===== config.mk =====
export PLATFORM = sky130hd
export DESIGN_NAME = adc_conv_ctrl_flat
export DESIGN_NICKNAME = d
export VERILOG_FILES = /design/src/rtl/adc_conv_ctrl_if.sv /design/src/rtl/adc_conv_ctrl.sv /design/src/flat_wrapper.sv
export SDC_FILE = /design/constraint.sdc
export NUM_CORES = 1
export LEC_CHECK = 0
export BUFFER_PORTS_ARGS = -buffer_cell sky130_fd_sc_hd__buf_2
export CORE_MARGIN = 5
export CORE_UTILIZATION = 40
export CTS_BUF_LIST = sky130_fd_sc_hd__clkbuf_4 sky130_fd_sc_hd__clkbuf_8
export CTS_CLUSTER_SIZE = 14
export DETAILED_ROUTE_END_ITERATION = 6
export GPL_TIMING_DRIVEN = 1
export PLACE_DENSITY_LB_ADDON = 0.12
export SLEW_MARGIN = 20
export SYNTH_ARGS = -nofsm -noshare
export SYNTH_HDL_FRONTEND = slang
export SYNTH_SLANG_ARGS = --single-unit

===== constraint.sdc =====
create_clock -name clkin -period 2.85 [get_ports clkin]
set_clock_uncertainty 0.1 [all_clocks]
set_input_delay 0.4275 -clock clkin [delete_from_list [all_inputs] [get_ports clkin]]
set_output_delay 0.4275 -clock clkin [all_outputs]
set_load 0.01 [all_outputs]

===== src/rtl/adc_conv_ctrl_if.sv =====
// Bundles the ADC-side and downstream valid/ready signals of the conversion controller.
// The master modport is the controller; the slave modport is the ADC plus the consumer.
interface adc_conv_ctrl_if #(
  parameter int NBITS = 12
) ();
  logic             adc_rst;
  logic             st_conv;
  logic             adc_done;
  logic [NBITS-1:0] adc_result;
  logic [NBITS-1:0] data_out;
  logic             data_valid;
  logic             data_ready;

  modport master (
    output adc_rst, st_conv, data_out, data_valid,
    input  adc_done, adc_result, data_ready
  );

  modport slave (
    input  adc_rst, st_conv, data_out, data_valid,
    output adc_done, adc_result, data_ready
  );
endinterface


===== src/rtl/adc_conv_ctrl.sv =====
// SAR ADC conversion initiator: resets the ADC, drives the sample window, waits for done,
// captures the result and presents it on valid/ready, with one-shot and periodic triggers.
module adc_conv_ctrl #(
  parameter int NBITS          = 12,
  parameter int SAMPLE_CYCLES  = 8,
  parameter int TIMEOUT_CYCLES = 255,
  parameter int PERIOD_CYCLES  = 1000
) (
  input  logic clkin,
  input  logic rst_n,
  input  logic start,
  input  logic cont_en,
  input  logic clr_flags,
  output logic busy,
  output logic timeout_err,
  output logic overrun,
  output logic trig_miss,
  adc_conv_ctrl_if.master bus
);
  localparam int SW = $clog2(SAMPLE_CYCLES) + 1;
  localparam int TW = $clog2(TIMEOUT_CYCLES + 1);
  localparam int PW = $clog2(PERIOD_CYCLES + 1);

  typedef enum logic [2:0] {
    ST_INIT   = 3'd0,
    ST_IDLE   = 3'd1,
    ST_SAMPLE = 3'd2,
    ST_CONV   = 3'd3,
    ST_CAPT   = 3'd4
  } state_t;

  state_t           state_r, state_s;
  logic [SW-1:0]    cnt_r, cnt_s;
  logic [TW-1:0]    tcnt_r, tcnt_s;
  logic [PW-1:0]    timer_r, timer_s;
  logic             st_conv_r, st_conv_s;
  logic             adc_rst_r, adc_rst_s;
  logic [NBITS-1:0] data_out_r, data_out_s;
  logic             data_valid_r, data_valid_s;
  logic             busy_r, busy_s;
  logic             timeout_r, timeout_s;
  logic             overrun_r, overrun_s;
  logic             trig_miss_r, trig_miss_s;
  logic             meta_r, s1_r, s2_r;
  logic             done_edge_s, timer_hit_s, trig_s;
  logic             capture_s, to_set_s, ov_set_s, miss_set_s;

  // adc_done is asynchronous: two flops for metastability, a third for the rising-edge detect
  always_ff @(posedge clkin or negedge rst_n) begin
    if (!rst_n) begin
      meta_r <= 1'b0;
      s1_r   <= 1'b0;
      s2_r   <= 1'b0;
    end else begin
      meta_r <= bus.adc_done;
      s1_r   <= meta_r;
      s2_r   <= s1_r;
    end
  end

  assign done_edge_s = s1_r & ~s2_r;
  assign timer_hit_s = cont_en & (timer_r == PW'(PERIOD_CYCLES - 1));
  assign trig_s      = start | timer_hit_s;

  // Next-state, next-output and flag logic for the conversion sequencer
  always_comb begin
    state_s    = state_r;
    cnt_s      = cnt_r;
    tcnt_s     = tcnt_r;
    st_conv_s  = st_conv_r;
    adc_rst_s  = adc_rst_r;
    data_out_s = data_out_r;
    capture_s  = 1'b0;
    to_set_s   = 1'b0;
    ov_set_s   = 1'b0;
    case (state_r)
      ST_INIT: begin
        adc_rst_s = 1'b1;
        if (cnt_r == SW'(1)) begin
          state_s   = ST_IDLE;
          adc_rst_s = 1'b0;
          cnt_s     = SW'(0);
        end else begin
          cnt_s = cnt_r + SW'(1);
        end
      end
      ST_IDLE: begin
        if (trig_s) begin
          st_conv_s = 1'b1;
          cnt_s     = SW'(SAMPLE_CYCLES - 1);
          state_s   = ST_SAMPLE;
        end else begin
          state_s = ST_IDLE;
        end
      end
      ST_SAMPLE: begin
        if (cnt_r == SW'(0)) begin
          st_conv_s = 1'b0;
          tcnt_s    = TW'(0);
          state_s   = ST_CONV;
        end else begin
          cnt_s = cnt_r - SW'(1);
        end
      end
      ST_CONV: begin
        tcnt_s = tcnt_r + TW'(1);
        if (done_edge_s) begin
          state_s = ST_CAPT;
        end else if (tcnt_r == TW'(TIMEOUT_CYCLES - 1)) begin
          // abort and re-run the ADC reset sequence; no result is produced
          to_set_s  = 1'b1;
          adc_rst_s = 1'b1;
          cnt_s     = SW'(0);
          state_s   = ST_INIT;
        end else begin
          state_s = ST_CONV;
        end
      end
      ST_CAPT: begin
        capture_s  = 1'b1;
        data_out_s = bus.adc_result;
        state_s    = ST_IDLE;
      end
      default: begin
        state_s   = ST_INIT;
        st_conv_s = 1'b0;
        adc_rst_s = 1'b1;
        cnt_s     = SW'(0);
      end
    endcase

    // A capture coinciding with an accept keeps valid high with the new data
    if (capture_s) begin
      data_valid_s = 1'b1;
      ov_set_s     = data_valid_r & ~bus.data_ready;
    end else if (data_valid_r && bus.data_ready) begin
      data_valid_s = 1'b0;
    end else begin
      data_valid_s = data_valid_r;
    end

    if (!cont_en) begin
      timer_s = PW'(0);
    end else if (timer_hit_s) begin
      timer_s = PW'(0);
    end else begin
      timer_s = timer_r + PW'(1);
    end

    miss_set_s  = timer_hit_s & (state_r != ST_IDLE);
    timeout_s   = to_set_s   | (timeout_r   & ~clr_flags);
    overrun_s   = ov_set_s   | (overrun_r   & ~clr_flags);
    trig_miss_s = miss_set_s | (trig_miss_r & ~clr_flags);
    busy_s      = (state_s != ST_IDLE) | adc_rst_s;
  end

  // State, counters and all registered outputs
  always_ff @(posedge clkin or negedge rst_n) begin
    if (!rst_n) begin
      state_r      <= ST_INIT;
      cnt_r        <= SW'(0);
      tcnt_r       <= TW'(0);
      timer_r      <= PW'(0);
      st_conv_r    <= 1'b0;
      adc_rst_r    <= 1'b1;
      data_out_r   <= NBITS'(0);
      data_valid_r <= 1'b0;
      busy_r       <= 1'b1;
      timeout_r    <= 1'b0;
      overrun_r    <= 1'b0;
      trig_miss_r  <= 1'b0;
    end else begin
      state_r      <= state_s;
      cnt_r        <= cnt_s;
      tcnt_r       <= tcnt_s;
      timer_r      <= timer_s;
      st_conv_r    <= st_conv_s;
      adc_rst_r    <= adc_rst_s;
      data_out_r   <= data_out_s;
      data_valid_r <= data_valid_s;
      busy_r       <= busy_s;
      timeout_r    <= timeout_s;
      overrun_r    <= overrun_s;
      trig_miss_r  <= trig_miss_s;
    end
  end

  assign bus.st_conv    = st_conv_r;
  assign bus.adc_rst    = adc_rst_r;
  assign bus.data_out   = data_out_r;
  assign bus.data_valid = data_valid_r;
  assign busy           = busy_r;
  assign timeout_err    = timeout_r;
  assign overrun        = overrun_r;
  assign trig_miss      = trig_miss_r;
endmodule


===== src/flat_wrapper.sv =====
// flat-port wrapper written by rule: the top's interface ports become plain ports
module adc_conv_ctrl_flat 
#(
  parameter int NBITS          = 12,
  parameter int SAMPLE_CYCLES  = 8,
  parameter int TIMEOUT_CYCLES = 255,
  parameter int PERIOD_CYCLES  = 1000
)
  (clkin, rst_n, start, cont_en, clr_flags, busy, timeout_err, overrun, trig_miss, bus_adc_rst, bus_st_conv, bus_data_out, bus_data_valid, bus_adc_done, bus_adc_result, bus_data_ready);
  adc_conv_ctrl_if #(.NBITS(NBITS)) bus_i ();
  input  logic clkin;
  input  logic rst_n;
  input  logic start;
  input  logic cont_en;
  input  logic clr_flags;
  output logic busy;
  output logic timeout_err;
  output logic overrun;
  output logic trig_miss;
  output wire logic [$bits(bus_i.adc_rst)-1:0] bus_adc_rst;
  output wire logic [$bits(bus_i.st_conv)-1:0] bus_st_conv;
  output wire logic [$bits(bus_i.data_out)-1:0] bus_data_out;
  output wire logic [$bits(bus_i.data_valid)-1:0] bus_data_valid;
  input wire logic [$bits(bus_i.adc_done)-1:0] bus_adc_done;
  input wire logic [$bits(bus_i.adc_result)-1:0] bus_adc_result;
  input wire logic [$bits(bus_i.data_ready)-1:0] bus_data_ready;
  assign bus_adc_rst = bus_i.adc_rst;
  assign bus_st_conv = bus_i.st_conv;
  assign bus_data_out = bus_i.data_out;
  assign bus_data_valid = bus_i.data_valid;
  assign bus_i.adc_done = bus_adc_done;
  assign bus_i.adc_result = bus_adc_result;
  assign bus_i.data_ready = bus_data_ready;
  adc_conv_ctrl #(.NBITS(NBITS), .SAMPLE_CYCLES(SAMPLE_CYCLES), .TIMEOUT_CYCLES(TIMEOUT_CYCLES), .PERIOD_CYCLES(PERIOD_CYCLES)) u_core (.clkin(clkin), .rst_n(rst_n), .start(start), .cont_en(cont_en), .clr_flags(clr_flags), .busy(busy), .timeout_err(timeout_err), .overrun(overrun), .trig_miss(trig_miss), .bus(bus_i));
endmodule

## Word level (Yosys, flattened, before mapping)

Cells that the tools add are included.

- Bitwise logic cells: 17
- Equal/unequal tests: 14
- Multiplexer cells: 30
- Add/subtract/negate cells: 4
- Reduce and logical (&&, ||, !) cells: 10

Operators with widths:

| cell | number |
|---|---|
| $mux 10 | 2 |
| $mux 4 | 5 |
| $pmux 4 s5 | 1 |
| $pmux 8 s2 | 1 |
| $pmux 3 s5 | 1 |
| $mux 1 | 12 |
| $add 10x1->10 const B | 1 |
| $eq 10x10->1 const B | 1 |
| $mux 3 | 3 |
| $add 8x1->8 const B | 1 |
| $eq 8x8->1 const B | 1 |
| $mux 8 | 1 |
| $and 1x1->1 | 7 |
| $eq 3x2->1 const B | 2 |
| $ne 2x1->1 const B | 3 |
| $ne 3x1->1 const B | 2 |
| $pmux 1 s3 | 2 |
| $reduce_or 3->1 | 2 |
| $not 1->1 | 5 |
| $or 1x1->1 | 5 |
| $reduce_and 5->1 | 1 |
| $add 4x1->4 const B | 1 |
| $eq 4x1->1 const B | 1 |
| $logic_not 4->1 | 1 |
| 10 further kinds | 13 |

- Word-level logic and storage cells: 90
- Bits in registers: 47
- Output and inout bits: 19

## Depth between registers and ports, before layout

Gate-level depths: netlist of the first run.

- Depth in word-level cells: 7
- Depth in mapped cells: 6

## Worst setup path before layout of the first run

OpenSTA, ideal clock, no wires.

- Path kind: reg-to-reg
- From: register u_core.cnt_r[0]
- To: register u_core.cnt_r[1]
- Library setup time: 0.125 ns
- Path slack: 0.747 ns
- Data required time: 2.625 ns
- Period minus slack after synthesis: 2.103 ns
- Arrival: 1.877 ns
- Cell stages (with the launch flop): 7
- Cells stage by stage: dfrtp_1 inv_1 ha_1 nor4b_1 a21oi_1 and3_4 mux2_4

- Cells in the longest elaborated chain, start to end: 3

Ends and longest elaborated chain:

| element | line | text |
|---|---|---|
| from (decl) | adc_conv_ctrl.sv:33 | `logic [SW-1:0] cnt_r, cnt_s;` |
| from (signal assigned) | adc_conv_ctrl.sv:174 | `cnt_r <= cnt_s;` |
| $sub 4x1->4, or another cell as far along | adc_conv_ctrl.sv:102 | `cnt_s = cnt_r - SW'(1);` |
| $mux 4, or another cell as far along | adc_conv_ctrl.sv:97 | `if (cnt_r == SW'(0)) begin` |
| $pmux 4 s5 or $reduce_and 5->1 (tied branches) | - |  |

Parallel ways exist; a longest one is shown, timed or not. The select of a mux whose other input is x is not followed.
A chain may end at the register's enable or synchronous reset.

## Final worst setup path of the first run

Same ends and word-level chain as after synthesis.

==> results of run 1 <==
Yosys cell counts (3+ instances only):
library cell	n	area, sq um
and2_1	5	31.3
xor2_1	4	35.0
nand2_1	15	56.3
nand3b_1	3	22.5
nand3_1	9	45.0
o211ai_1	5	37.5
mux2_2	12	135
clkbuf_1	4	15.0
nand4_1	6	37.5
nor3b_1	3	22.5
dfrtp_1	45	1130
nand2b_1	3	18.8
and3_1	3	18.8
ha_1	7	87.6
o21ai_0	7	35.0
o22ai_1	3	18.8
xnor2_1	6	52.6
a21oi_1	4	20.0
nor2_1	16	60.1
nor2b_1	4	25.0
a31oi_1	3	18.8
inv_1	7	26.3
state kept, by name, indices dropped and copies added, names as in the netlist:
| register | cells |
|---|---|
| u_core.bus.adc_rst | 1 |
| u_core.bus.data_out | 12 |
| u_core.bus.data_valid | 1 |
| u_core.bus.st_conv | 1 |
| u_core.busy | 1 |
| u_core.cnt_r | 4 |
| u_core.meta_r | 1 |
| u_core.overrun | 1 |
| u_core.s1_r | 1 |
| u_core.s2_r | 1 |
| u_core.state_r | 3 |
| u_core.tcnt_r | 8 |
| u_core.timeout_err | 1 |
| u_core.timer_r | 10 |
| u_core.trig_miss | 1 |
worst min path at each step:
| stage | from | to | slack, ps | cells after the start |
|---|---|---|---|---|
| floorplan | rst_n | u_core.bus.data_out[0] | 30 | 0 |
| global placement | u_core.meta_r | u_core.s1_r | 240 | 0 |
| detailed placement | u_core.meta_r | u_core.s1_r | 230 | 0 |
| CTS | bus_adc_done | u_core.meta_r | 120 | 1 |
| global route | bus_adc_done | u_core.meta_r | 110 | 1 |
| finish | bus_adc_done | u_core.meta_r | 130 | 1 |
routing by layer:
metal	up-vias	track usage, %	wire length (um)
li1	847	-	-
met3	5	4.03	240
met4	0	3.88	40
met2	42	21.5	2080
met1	825	18.9	2300
met5	-	0	0
where the power goes:
| part | switching (mW) | total (mW) | internal [mW] |
|---|---|---|---|
| clock network | 0.227 | 0.489 | 0.261 |
| registers | 0.173 | 1.02 | 0.848 |
| logic | 0.397 | 0.806 | 0.409 |
area by class of cell:
type	instances	area, sq um	share of cell area, %
multi-input cells	148	1050	39.1
inverters	7	26.3	0.976
flip-flops and latches	47	1180	43.8
well taps	72	90.1	3.35
clock buffers	5	68.8	2.56
repair buffers	43	233	8.64
clock inverters	3	43.8	1.63
through the flow:
stage                     power, mW  cells  worst slack [ps]
after CTS                      2.35    325               625
after global routing           2.49    325               482
after global placement         1.84    316               679
final                          2.32    325               615
after detailed placement       1.84    316               645
after floorplan                1.59    210               747
cell families (layout without fill, tap and decap cells):
kind of cell | Yosys count | after routing | share of synthesized area [%]
xor+xnor | 10 | 10 | 3.81
fa+ha+maj | 7 | 7 | 3.81
mux | 13 | 13 | 6.53
simple gates | 80 | 80 | 19.5
buf+inv | 15 | 58 | 3.21
flops | 47 | 47 | 51.3
compound gates | 38 | 38 | 11.9
critical path, cell delays in order (launching register included):
cell     delay [ps]
dfrtp_1         450
inv_1           110
ha_1            220
nor4b_1         140
buf_4           170
a21oi_1         360
and3_4          280
mux2_4          300
==> results.ini, run 1 <==
[final_layout]
drive_gt1_share_pct=28.5
diodes=0
fillCellCount=533
syn2layout_area_growth_pct=17.1
final_util_pct=48.6
final_cell_mix=45 x dfrtp_1, 37 x buf_2, 16 x nor2_1
final_common_cell=dfrtp_1
nets=278
final_area_sq_um=2690

[route]
viasPerCell=5.29
wl_per_cell_um=14.3
detail-route-antenna-nets=0
post-route-drc-count=0
vias=1719
drt_iter0_drc=96
firstDrtPassIters=4
wirelength_um=4660

[worst_setup_path]
cp_max_fo=6
timing.rr.end=u_core.cnt_r[1]
crit_end=u_core.cnt_r[1]
r2r_cells=7
r2r_setup_slack_ps=620
arrival_ps=2320
worstSetupStartpoint=u_core.cnt_r[0]
worstSetupEndpointType=flop
r2r_start=u_core.cnt_r[0]
crit_type=flop to flop
crit_required_ps=2930
start_kind=flop

[global_route]
grt-ovfl-total=0
grt_pass1_vias=1741
grt_pass1_wl_um=8140
antenna_found_initial=0
grt_max_degree=30
grt_util_all_layers_pct=13.8

[sta]
hold_violations=0
slew-limit-headroom_pct=55.0
setup_viol=0
period_needed_ps=2230
rsz0062_at_grt=no
drv_slew=0
tns_ps=0
fmax_mhz=448
tightest_slew_ps=669
post-route-period-util_pct=78.4
hold_ws_ps=133

[clocking]
numCtsBuffers=5
clockBufferDepth=2
cts_setup_buffers=0
root_buffer=clkbuf_8
cts_resized=0
insertion_delay_ps=290
cts.sinks=47
htree_levels=2
clk_pin_slew_ps=90
cts_hold_buf=1
cts_tree=done

[synth]
synth_nets=236
syn_inst=210
ys_warn_count=0
netlist_area_sq_um=2300
synthFlopType=dfrtp_1
synth.distinct_cells=50
synth-seq-cells=47
ys_seq_area_share_pct=51.3
synth_area_per_cell_sq_um=11.0
synth_edf_count=0
async_flop_share_pct=100

[power]
cellLeakagePower_nw=1.26
ir_drop_v=0.000446
p_per_area_nw_per_um2=860

[floorplanning]
die_x_um=85.8
design.core.area_sq_um=5540
die_h_um=85.8
pin_count=38
start_util_pct=41.5
design.die.area_sq_um=7370
rows=27

[min_path]
hold_class=primary input to flop

[placed_design]
place_area_sq_um=2570
dp_hpwl_um=3440
portBuffers=37
gp_congestion=0.829

[run_status]
status=finished clean

[flow_run]
drv_cap=0

Note: power is estimated with default switching activity, not from simulation.
==> run 2, diff against run 1 <==
clock period = 2.23 ns   (was 2.85 ns; I/O delays follow)
==> run 2 against run 1 <==
Net effect:
- sequential cell count unchanged
- combinational power rose by 38%
- largest cell class unchanged
- global-route usage about the same
- design area increased by 0.79%
- sequential share of layout area shrank 0.34 points
- worst hold slack got worse by 120 ps
- wire length is 0.11% higher
- critical path type unchanged
- sequential power is 24% higher
==> results.ini, run 2 (synthesized netlist as in run 1, its figures left out) <==
[route]
firstDrtPassIters=4
detail-route-antenna-nets=0
viasPerCell=5.23
drt_iter0_drc=102
wl_per_cell_um=14.1
post-route-drc-count=0
vias=1731
wirelength_um=4660

[clocking]
cts_resized=0
cts_hold_buf=0
cts_setup_buffers=0
numCtsBuffers=5
clk_pin_slew_ps=90
insertion_delay_ps=300
root_buffer=clkbuf_8
htree_levels=2
clockBufferDepth=2
cts_tree=done
cts.sinks=47

[floorplanning]
design.core.area_sq_um=5540
design.die.area_sq_um=7370
die_h_um=85.8
rows=27
die_x_um=85.8
start_util_pct=41.5
pin_count=38

[worst_setup_path]
r2r_start=u_core.cnt_r[1]
timing.rr.end=u_core.cnt_r[2]
arrival_ps=2110
start_kind=flop
r2r_cells=6
cp_max_fo=6
slowest_delay_ps=510
worstSetupEndpointType=flop
crit_required_ps=2320
crit_chain=inv_1 > ha_1 > or3b_2 > a32oi_1 > o211ai_1 > a22o_1
crit_type=flop to flop
r2r_setup_slack_ps=220
critical-path-slowest-cell=or3b_2

[power]
cellLeakagePower_nw=1.28
ir_drop_v=0.000509
p_per_area_nw_per_um2=1070

[flow_run]
drv_cap=0

[final_layout]
diodes=0
drive_gt1_share_pct=30.5
nets=284
fillCellCount=547
regArea_sq_um=1180
multi_input_area_sq_um=1050
final_common_cell=dfrtp_1
largest_reg_flops=12
syn2layout_area_growth_pct=18.0
final_cell_mix=45 x dfrtp_1, 37 x buf_2, 16 x nor2_1
final_area_sq_um=2710

[sta]
period_needed_ps=2010
drv_slew=0
hold_violations=0
fmax_mhz=497
setup_viol=0
post-route-period-util_pct=90.2
tns_ps=0
rsz0062_at_grt=no
slew-limit-headroom_pct=60.2
tightest_slew_ps=595

[global_route]
grt_pass1_wl_um=8180
grt-ovfl-total=0
grt_util_all_layers_pct=13.9
grt_max_degree=48
antenna_found_initial=0
grt_pass1_vias=1755

[min_path]
hold_class=primary input to asynchronous set/reset pin

[placed_design]
gp_congestion=0.821
place_area_sq_um=2620
portBuffers=37
dp_hpwl_um=3420

[run_status]
status=finished clean

-- run 2: changes by cell type in the layout (fill, tap and decap cells not counted), sizes merged --
cell / before / now
buf: 42 / 49
bufinv: 1 / 0
clkinv: 2 / 1
dlygate4sd3: 1 / 0
inv: 7 / 9
-- run 2: worst max-delay path by stage --
stage	slack [ps]	cells past startpoint	start	to
final	220	6	u_core.cnt_r[1]	u_core.cnt_r[2]
after global routing	60	7	u_core.cnt_r[0]	u_core.tcnt_r[2]
after CTS	210	6	u_core.cnt_r[0]	u_core.cnt_r[1]
after detailed placement	220	6	u_core.cnt_r[0]	u_core.cnt_r[1]
after global placement	200	6	u_core.cnt_r[0]	u_core.cnt_r[1]
after floorplan	130	6	u_core.cnt_r[0]	u_core.cnt_r[1]
-- run 2: layout make-up --
class                           instances  share of cell area, %
Sequential cell                        47                   43.4
Tap cell                               72                   3.32
Multi-Input combinational cell        148                   38.8
Inverter                                7                  0.968
Clock buffer                            5                   2.54
Timing Repair Buffer                   49                   10.1
Clock inverter                          3                  0.830
-- run 2: critical path: cells and delay by family, from the launching register on --
family	cells	cell delay (ps)
AND/OR/NAND/NOR	1	510
AO/OA/AOI/OAI	3	550
buffers and inverters	1	120
adder cells (fa/ha/maj)	1	180
flip-flops	1	450
-- run 2: metal layers --
metal  up-vias  global-route usage [%]  wire length [um]
met4         0                    4.46                76
met1       815                    18.6              2200
met2        46                    20.8              2060
met3         6                    5.00               323
li1        864                       -                 -
met5         -                       0                 0
-- run 2: report_power, final --
part,leakage (nW),switching (mW),internal [mW]
clock network,0.0489,0.304,0.227
registers,0.613,0.178,1.08
logic,0.615,0.549,0.565
-- run 2: metrics by stage --
stage,hold WS (ps),util (%),worst slack [ps],cells,total power [mW]
4_1_cts,19.2,49.0,208,331,2.95
5_1_grt,17.1,49.0,59.8,331,3.14
2_1_floorplan,-61.1,-,127,210,2.03
3_5_place_dp,246,47.3,223,323,2.40
6_report,8.36,49.0,218,331,2.91
3_3_place_gp,233,47.3,203,323,2.40
==> run 3, diff against run 2 <==
CELL_PAD_IN_SITES_DETAIL_PLACEMENT = 1   (was default)
CELL_PAD_IN_SITES_GLOBAL_PLACEMENT = 1   (was default)
==> run 3 against run 2 <==
Net effect:
- sequential share of layout area shrank 0.84 points
- core utilization increased by 0.97 points
- via count is 3.4% higher
- non-clock buffer count grew 2
- first-iteration DRC count decreased by 35%
- clock power increased by 27%
- register-to-register slack worse by 50 ps
- count of clock-buffer cells in the layout up 1
- sequential power about the same
- worst hold slack improved by 31 ps
- highest routed layer unchanged
==> results.ini, run 3 (synthesized netlist as in run 1, its figures left out) <==
[final_layout]
syn2layout_area_growth_pct=20.3
final_cell_mix=45 x dfrtp_1, 37 x buf_2, 16 x nor2_1
fin_cells=333
diodes=0
fillCellCount=635
final_area_sq_um=2770
nets=286
largest_reg_flops=12
drive_gt1_share_pct=31.0
final_common_cell=dfrtp_1

[power]
cellLeakagePower_nw=1.30
power_mw=3.13
ir_drop_v=0.000594
p_per_area_nw_per_um2=1130

[floorplanning]
start_util_pct=41.5
pin_count=38
design.core.area_sq_um=5540
design.die.area_sq_um=7370
die_x_um=85.8
rows=27
die_h_um=85.8

[route]
detail-route-antenna-nets=0
firstDrtPassIters=5
post-route-drc-count=0
vias=1789
wirelength_um=5550
viasPerCell=5.37
drt_iter0_drc=66
wl_per_cell_um=16.7

[clocking]
clockBufferDepth=2
htree_levels=2
clk_pin_slew_ps=90
insertion_delay_ps=300
cts_tree=done
cts_setup_buffers=0
cts.sinks=47
root_buffer=clkbuf_8
numCtsBuffers=5

[global_route]
grt_util_all_layers_pct=15.9
antenna_found_initial=0
grt_pass1_vias=1932
grt_pass1_wl_um=9380
grt-ovfl-total=0
grt_max_degree=20

[placed_design]
dp_hpwl_um=4210
portBuffers=37
gp_congestion=0.874
place_area_sq_um=2630
dp_cells=324

[worst_setup_path]
worstSetupEndpointType=flop
cp_max_fo=6
critical-path-slowest-cell=or3b_2
crit_type=flop to flop
crit_chain=inv_1 > ha_1 > or3b_2 > a32oi_1 > o211ai_1 > a22o_1
crit_required_ps=2320
path_delay_family=compound AO/OA/AOI/OAI gates
arrival_ps=2140
worst-path-buf-inv=1
r2r_setup_slack_ps=170
slowest_delay_ps=500
start_kind=flop

[sta]
slew-limit-headroom_pct=63.0
tightest_slew_ps=550
tns_ps=0
fmax_mhz=486
hold_ws_ps=39.1
hold_violations=0
post-route-period-util_pct=92.4
period_needed_ps=2060
rsz0062_at_grt=no
setup_viol=0
drv_slew=0

[min_path]
hold_class=primary input to flop

[flow_run]
drv_cap=0

[run_status]
status=finished clean

==> run 3: cell types whose count changed in the layout (fill, tap and decap cells not counted) <==
| cell | change |
|---|---|
| clkbuf_8 | +1 |
| buf_4 | +1 |
| nor4b_1 | -1 |
| bufinv_16 | +1 |
| inv_6 | -1 |
| clkinv_2 | -1 |
| nor4b_2 | +1 |
| dlygate4sd3_1 | +1 |
==> run 3: worst paths after layout <==
check,startpoint,end,cells after the start
min,bus_adc_done,u_core.meta_r,1
min in group asynchronous,rst_n,u_core.timer_r[4],2
max,u_core.cnt_r[1],u_core.cnt_r[2],6
max reg2reg,u_core.cnt_r[1],u_core.cnt_r[2],6
min reg2reg,u_core.meta_r,u_core.s1_r,0
max in group asynchronous,rst_n,u_core.busy,3
==> run 3: timing repair <==
action / CTS / global route
endpoints found under the setup margin: 0 / 1
hold endpoints to repair: 17 / 0
resized for setup: 0 / 1
hold buffers: 1 / 0
==> run 3: cell type report <==
cell class / count / area [sq um] / area share (%)
flip-flops and latches: 47 / 1180 / 42.6
clock inverters: 2 / 38.8 / 1.40
well taps: 72 / 90.1 / 3.25
clock buffers: 6 / 82.6 / 2.98
inverters: 7 / 26.3 / 0.949
repair buffers: 51 / 293 / 10.6
multi-input cells: 148 / 1060 / 38.2
==> run 3: where the power goes <==
group | total (mW) | switching, mW | internal [mW]
clock | 0.676 | 0.306 | 0.369
sequential | 1.27 | 0.188 | 1.08
combinational | 1.18 | 0.596 | 0.584
==> run 3: layer usage <==
layer,part of all wire (%),vias to the layer above,GRT usage [%]
li1,-,863,-
met1,47,884,20.7
met2,48,38,26.4
met3,4.4,4,4.23
met4,0.72,0,4.03
met5,0,-,0
==> run 3: per-stage QoR <==
stage               worst slack (ps)  utilization, %
finish                           170            50.0
floorplan                        127               -
global route                    51.0            50.0
detailed placement               181            47.5
global placement                 162            47.5
CTS                              152            49.8
